<file path="src/rtl/cla_serial_pkg.sv">
// rtl/cla_serial_pkg.sv - shared types and constants for the byte-serial adder
package cla_serial_pkg;

    typedef enum logic [1:0] {
        IDLE,
        BUSY,
        DONE
    } state_t;

    localparam int BYTE_W = 8;

endpackage

</file>
<file path="src/rtl/cla_8bit.sv">
// rtl/cla_8bit.sv - 8-bit carry-lookahead adder stage (combinational)
module cla_8bit (
    input  logic [7:0] a,
    input  logic [7:0] b,
    input  logic       cin,
    output logic [7:0] sum,
    output logic       cout
);

    logic [7:0] g;
    logic [7:0] p;
    logic [8:0] c;

    assign g = a & b;
    assign p = a ^ b;

    // Each carry is a flat sum of products over lower generate/propagate terms.
    always_comb begin
        logic cc;
        logic pp;
        c = '0;
        c[0] = cin;
        for (int i = 0; i < 8; i++) begin
            cc = g[i];
            pp = p[i];
            for (int j = i - 1; j >= 0; j--) begin
                cc = cc | (pp & g[j]);
                pp = pp & p[j];
            end
            c[i+1] = cc | (pp & cin);
        end
    end

    assign sum  = p ^ c[7:0];
    assign cout = c[8];

endmodule

</file>
<file path="src/rtl/cla_serial_adder.sv">
// rtl/cla_serial_adder.sv - byte-serial wide adder over cla_8bit; CLA_SERIAL_OVF_EN adds ovf
module cla_serial_adder
    import cla_serial_pkg::*;
#(
    parameter int NBYTES = 4
) (
    input  logic                  clk,
    input  logic                  rst,
    input  logic                  in_valid,
    output logic                  in_ready,
    input  logic [8*NBYTES-1:0]   a,
    input  logic [8*NBYTES-1:0]   b,
    input  logic                  cin,
    output logic                  out_valid,
    input  logic                  out_ready,
    output logic [8*NBYTES-1:0]   sum,
`ifdef CLA_SERIAL_OVF_EN
    output logic                  ovf,
`endif
    output logic                  cout
);

    localparam int W     = BYTE_W * NBYTES;
    localparam int IDX_W = (NBYTES > 1) ? $clog2(NBYTES) : 1;
    localparam logic [IDX_W-1:0] LAST_IDX = IDX_W'(NBYTES - 1);

    state_t           state_q, state_d;
    logic [W-1:0]     a_q, a_d;
    logic [W-1:0]     b_q, b_d;
    logic [W-1:0]     sum_q, sum_d;
    logic [IDX_W-1:0] idx_q, idx_d;
    logic             carry_q, carry_d;
    logic             cout_q, cout_d;
    logic             ovf_q, ovf_d;

    logic             accept;
    logic             last_byte;
    logic [7:0]       a_i;
    logic [7:0]       b_i;
    logic [8:0]       s1;
    logic [8:0]       s2;

    assign a_i       = a_q[BYTE_W*idx_q +: BYTE_W];
    assign b_i       = b_q[BYTE_W*idx_q +: BYTE_W];
    assign last_byte = (idx_q == LAST_IDX);
    assign accept    = in_valid && in_ready;

    cla_8bit u_add0 (
        .a    (a_i),
        .b    (b_i),
        .cin  (1'b0),
        .sum  (s1[7:0]),
        .cout (s1[8])
    );

    // Adding the registered carry as a second operand keeps the byte chain strictly sequential.
    cla_8bit u_add1 (
        .a    (s1[7:0]),
        .b    ({7'b0, carry_q}),
        .cin  (1'b0),
        .sum  (s2[7:0]),
        .cout (s2[8])
    );

    always_ff @(posedge clk) begin
        if (rst) begin
            state_q <= IDLE;
            a_q     <= '0;
            b_q     <= '0;
            sum_q   <= '0;
            idx_q   <= '0;
            carry_q <= 1'b0;
            cout_q  <= 1'b0;
            ovf_q   <= 1'b0;
        end else begin
            state_q <= state_d;
            a_q     <= a_d;
            b_q     <= b_d;
            sum_q   <= sum_d;
            idx_q   <= idx_d;
            carry_q <= carry_d;
            cout_q  <= cout_d;
            ovf_q   <= ovf_d;
        end
    end

    always_comb begin
        state_d = state_q;
        case (state_q)
            IDLE:    if (accept) state_d = BUSY;
            BUSY:    if (last_byte) state_d = DONE;
            DONE:    if (out_ready) state_d = IDLE;
            default: state_d = IDLE;
        endcase
    end

    always_comb begin
        in_ready  = (state_q == IDLE) && !rst;
        out_valid = (state_q == DONE);
    end

    always_comb begin
        a_d     = a_q;
        b_d     = b_q;
        sum_d   = sum_q;
        idx_d   = idx_q;
        carry_d = carry_q;
        cout_d  = cout_q;
        ovf_d   = ovf_q;
        case (state_q)
            IDLE: begin
                if (accept) begin
                    a_d     = a;
                    b_d     = b;
                    carry_d = cin;
                    idx_d   = '0;
                    sum_d   = '0;
                    cout_d  = 1'b0;
                    ovf_d   = 1'b0;
                end
            end
            BUSY: begin
                sum_d[BYTE_W*idx_q +: BYTE_W] = s2[7:0];
                carry_d = s1[8] | s2[8];
                idx_d   = idx_q + IDX_W'(1);
                if (last_byte) begin
                    cout_d = carry_d;
                    ovf_d  = (a_q[W-1] == b_q[W-1]) && (sum_d[W-1] != a_q[W-1]);
                end
            end
            default: ;
        endcase
    end

    assign sum  = sum_q;
    assign cout = cout_q;
`ifdef CLA_SERIAL_OVF_EN
    assign ovf  = ovf_q;
`else
    logic unused_ovf;
    assign unused_ovf = ovf_q;
`endif

endmodule

</file>
<file path="config.mk">
export PLATFORM = sky130hd
export DESIGN_NAME = cla_serial_adder
export DESIGN_NICKNAME = d
export VERILOG_FILES = /design/src/rtl/cla_serial_pkg.sv /design/src/rtl/cla_8bit.sv /design/src/rtl/cla_serial_adder.sv
export SDC_FILE = /design/constraint.sdc
export NUM_CORES = 1
export LEC_CHECK = 0
export ABC_AREA = 1
export CAP_MARGIN = 40
export CELL_PAD_IN_SITES_DETAIL_PLACEMENT = 0
export CELL_PAD_IN_SITES_GLOBAL_PLACEMENT = 2
export CORE_MARGIN = 5
export CORE_UTILIZATION = 26
export CTS_BUF_LIST = sky130_fd_sc_hd__clkbuf_8
export CTS_CLUSTER_DIAMETER = 100
export DETAILED_ROUTE_END_ITERATION = 8
export HOLD_SLACK_MARGIN = 0.03
export PLACE_DENSITY = 0.79
export SLEW_MARGIN = 25
export SYNTH_ARGS = -nofsm -noshare
export SYNTH_HDL_FRONTEND = slang
export SYNTH_SLANG_ARGS = --single-unit
</file>
<file path="constraint.sdc">
create_clock -name clk -period 2.6 [get_ports clk]
set_input_delay 0.26 -clock clk [delete_from_list [all_inputs] [get_ports clk]]
set_output_delay 0.26 -clock clk [all_outputs]
set_load 0.005 [all_outputs]
</file>
==> results.txt, run 1 <==
DP Area - 6260 um^2
Pwr Total - 3880 uW
Tot GR Track Use - 0.143
Proportion of layout cells with a drive suffix above 1 - 0.206
Die area - 20800 um^2
Post-synthesis sequential element count - 102
Worst reg-to-reg path cell count - 15
Synth unique cells - 32
Hold path depth - 4
Filler cells - 1863
Drt pass-1 iters - 4
Met3 routed WL - 649 um
Period utilisation layout - 1.01
Final setup violating endpoints - 8
Root Driver - clkbuf_8
Hold Vio Cnt, Final - 0
Internal - 2630 uW
Post-Synthesis Net Count - 754
Pwr Density - 558 nW/um^2
Highest Signal Layer - met4
I/O Pins - 104
Crit Reg-Reg Endpoint - sum[13]
Antenna cells - 0
Clk pwr share - 0.257
Core Util, Final - 0.390
Cts bufs inserted - 9
Number of global-route vias before repair - 4821
Hold endpoint - state_q[0]
Data arrival, critical path - 2.94 ns
Port buffer count - 103
Metal2 WL - 6990 um
# rows - 49
RSZ-0062 raised after global routing - yes
Hold Crit Start - rst
Slew of the pin with the lowest slew margin - 0.671 ns
First-pass GRT wire length - 23800 um
DRT iter0 DRCs - 294
CTS H-tree lvls - 3
Initial Utilization - 0.262
Core ar. - 17800 um^2
Avg WL per Cell - 13.7 um
Critical path required time - 2.92 ns
Sw Share - 0.321
HP Class - input pin to flop
# clock sinks - 102
Clk_skew - 0.00856 ns
Reg power frac - 0.432
Post-CTS Hold Fix Bufs - 0
Met1 Wirelength - 6670 um
Final instance area - 6960 um^2
Via count - 4764
Violated checks - negative setup slack
Count of warnings emitted by yosys - 0
Final WL - 14400 um
Clk pin slew, worst setup/hold paths - 0.10 ns
Min Tclk post-route - 2.62 ns
Vias per cell - 4.55
Seq/Total Area, Yosys - 0.437
Synth Cell Area - 4680 um^2
Critical path launch point - idx_q[0]
Status - finished with violations
Hold WS - 0.325 ns
Area Growth Syn to Fin - 48.7%
Routability Congestion - 0.803
Critical R2R Launch - idx_q[0]
R2R setup slack - -0.02 ns
Worst vdd ir - 0.226 mV
Leak - 0.00260 uW
Later-pin clock latency in the skew report - 0.38 ns
Worst setup SP type - flop
Final Worst Setup Slack - -0.0225 ns
Initial antenna violation count - 0
Maxcap violations - 0
Post-detail-place hpwl - 10900 um
Worst-path maximum fanout - 8
Synthesized area per cell - 6.98 um^2
Switching power - 1250 uW
Final Slew Violations - 0
Final ANT Viol Nets - 0
CTS Buffer Depth - 2
# DRC - 0
Post-Synthesis Cells - 670
GR Overflow Total - 0
Crit end category - flop
Combinational Power Share - 0.311
Kind of critical path - flop to flop
FMAX - 0.381 GHz
Maximum number of pins on one net before global-route repair - 71
TritonCTS clock tree - yes
Final net count - 899
Die height - 144 um
Slew HR - 0.550
DIE WIDTH - 144 um
-- worst max-delay path by stage --
stage / to / slack, ns / depth (start not counted)
finish: sum[13] / -0.02 / 15
global route: sum[31] / -0.22 / 18
CTS: sum[30] / -0.09 / 17
detailed placement: sum[30] / -0.23 / 18
global placement: sum[27] / -0.11 / 17
floorplan: sum[30] / 0.0003 / 17
-- critical path, cell delays in order (launching register included) --
cell and delay [ns]:
dfxtp_4 0.41, buf_12 0.14, buf_12 0.11, a21oi_2 0.05
a32oi_2 0.20, inv_1 0.09, fa_2 0.40, nor2_4 0.13
nor2_4 0.05, nor2_4 0.11, nand3_4 0.10, o21ai_0 0.24
nand2_1 0.11, nor2_2 0.16, nand3_1 0.10, a21oi_1 0.15
-- layout by cell type, fill, tap and decap left out, types with 3 or more instances in the layout --
cell,instances
ha_4,4
nor2_2,7
inv_2,6
nor2_1,43
nand2_2,20
o22ai_2,7
dfxtp_1,100
nand2_1,213
buf_6,4
buf_4,55
nor2_4,7
clkbuf_8,9
clkdlybuf4s50_1,102
o21ai_0,18
a21oi_1,96
o21ai_2,5
o22ai_1,7
nand3_1,17
nand3_2,5
a21oi_2,8
o21ai_1,12
ha_1,8
buf_12,3
inv_1,27
-- sequential cells by signal, summed over array words and instances, names as in the netlist --
register / flops
idx_q: 2
state_q: 2
cout: 1
sum: 32
b_q: 32
a_q: 32
carry_q: 1
-- metrics by stage --
stage / TNS, ns / cells / setup WS [ns]
final: -0.0547 / 1048 / -0.0225
after detailed placement: -2.95 / 1016 / -0.232
after global placement: -1.32 / 1015 / -0.115
after CTS: -0.562 / 1042 / -0.0950
after floorplan: 0 / 670 / 0.000280
after global routing: -3.11 / 1048 / -0.216
-- final cells by class --
type,count,area [um^2],share of cell area
inverters,35,138,0.0198
flip-flops and latches,102,2050,0.295
repair buffers,167,1600,0.230
well taps,229,287,0.0412
multi-input cells,500,2700,0.388
clock inverters,6,62.6,0.00899
clock buffers,9,124,0.0178
-- synth_stat cells --
| cell type | n | share of area |
|---|---|---|
| nand2_1 | 233 | 0.19 |
| clkbuf_1 | 21 | 0.017 |
| and2_2 | 1 | 0.0016 |
| nand4_1 | 1 | 0.0013 |
| a21oi_2 | 3 | 0.0056 |
| o22ai_1 | 14 | 0.019 |
| buf_2 | 9 | 0.0096 |
| nor3_2 | 2 | 0.0043 |
| nor2_4 | 2 | 0.0048 |
| a211oi_1 | 2 | 0.0032 |
| nand3_4 | 1 | 0.0037 |
| inv_2 | 2 | 0.0016 |
| nor2_1 | 52 | 0.042 |
| a32oi_1 | 2 | 0.0037 |
| o21ai_1 | 2 | 0.0021 |
| or2_2 | 1 | 0.0013 |
| mux2i_1 | 1 | 0.0021 |
| xnor2_1 | 1 | 0.0019 |
| nor2_2 | 3 | 0.0040 |
| buf_1 | 3 | 0.0024 |
| inv_1 | 30 | 0.024 |
| nand3_2 | 1 | 0.0021 |
| nor3_1 | 3 | 0.0032 |
| nor4_1 | 1 | 0.0013 |
| dfxtp_1 | 102 | 0.44 |
| nand3_1 | 22 | 0.024 |
| clkinv_1 | 3 | 0.0024 |
| a21oi_1 | 102 | 0.11 |
| o21ai_0 | 33 | 0.035 |
| ha_1 | 14 | 0.037 |
| nand2_2 | 2 | 0.0027 |
| fa_1 | 1 | 0.0043 |
-- what timing repair did --
item,in CTS,in global routing
setup endpoints to repair,22,28
gates cloned,0,1
resized for setup,57,46
pin swaps,31,32
setup buffers,11,5
-- per-layer routing --
metal / track usage / up-vias
li1: - / 2479
met1: 0.184 / 2182
met2: 0.242 / 94
met3: 0.0394 / 9
met4: 0.0253 / 0
met5: 0 / -
-- power by group through the flow --
stage	logic [uW]	clock network [uW]	registers [uW]
after detailed placement	990	0	1710
final	1210	997	1680
after global routing	1340	1110	1690
after global placement	984	0	1710
after floorplan	543	0	1700
after CTS	1130	1050	1680
-- kinds of logic (layout without fill, tap and decap cells) --
kind of cell             Yosys count  count (layout)  synth area share
flip-flops                       102             102             0.437
AO/OA/AOI/OAI                    158             158             0.178
adder cells (fa/ha/maj)           15              15            0.0417
buffers and inverters             68             217            0.0570
multiplexers                       1               1           0.00214
AND/OR/NAND/NOR                  325             325             0.283
XOR/XNOR                           1               1           0.00187
No activity file was read; power rests on OpenSTA's default activity.
==> run 2, diff against run 1 <==
--- a/config.mk
+++ b/config.mk
@@ -12,7 +12,8 @@
 export CORE_MARGIN = 5
 export CORE_UTILIZATION = 26
 export CTS_BUF_LIST = sky130_fd_sc_hd__clkbuf_8
-export CTS_CLUSTER_DIAMETER = 100
+export CTS_CLUSTER_DIAMETER = 150
+export CTS_CLUSTER_SIZE = 20
 export DETAILED_ROUTE_END_ITERATION = 8
 export HOLD_SLACK_MARGIN = 0.03
 export PLACE_DENSITY = 0.79
==> results of run 2 <==
Same layout as run 1: the final DEF is identical, and so are final timing and power.
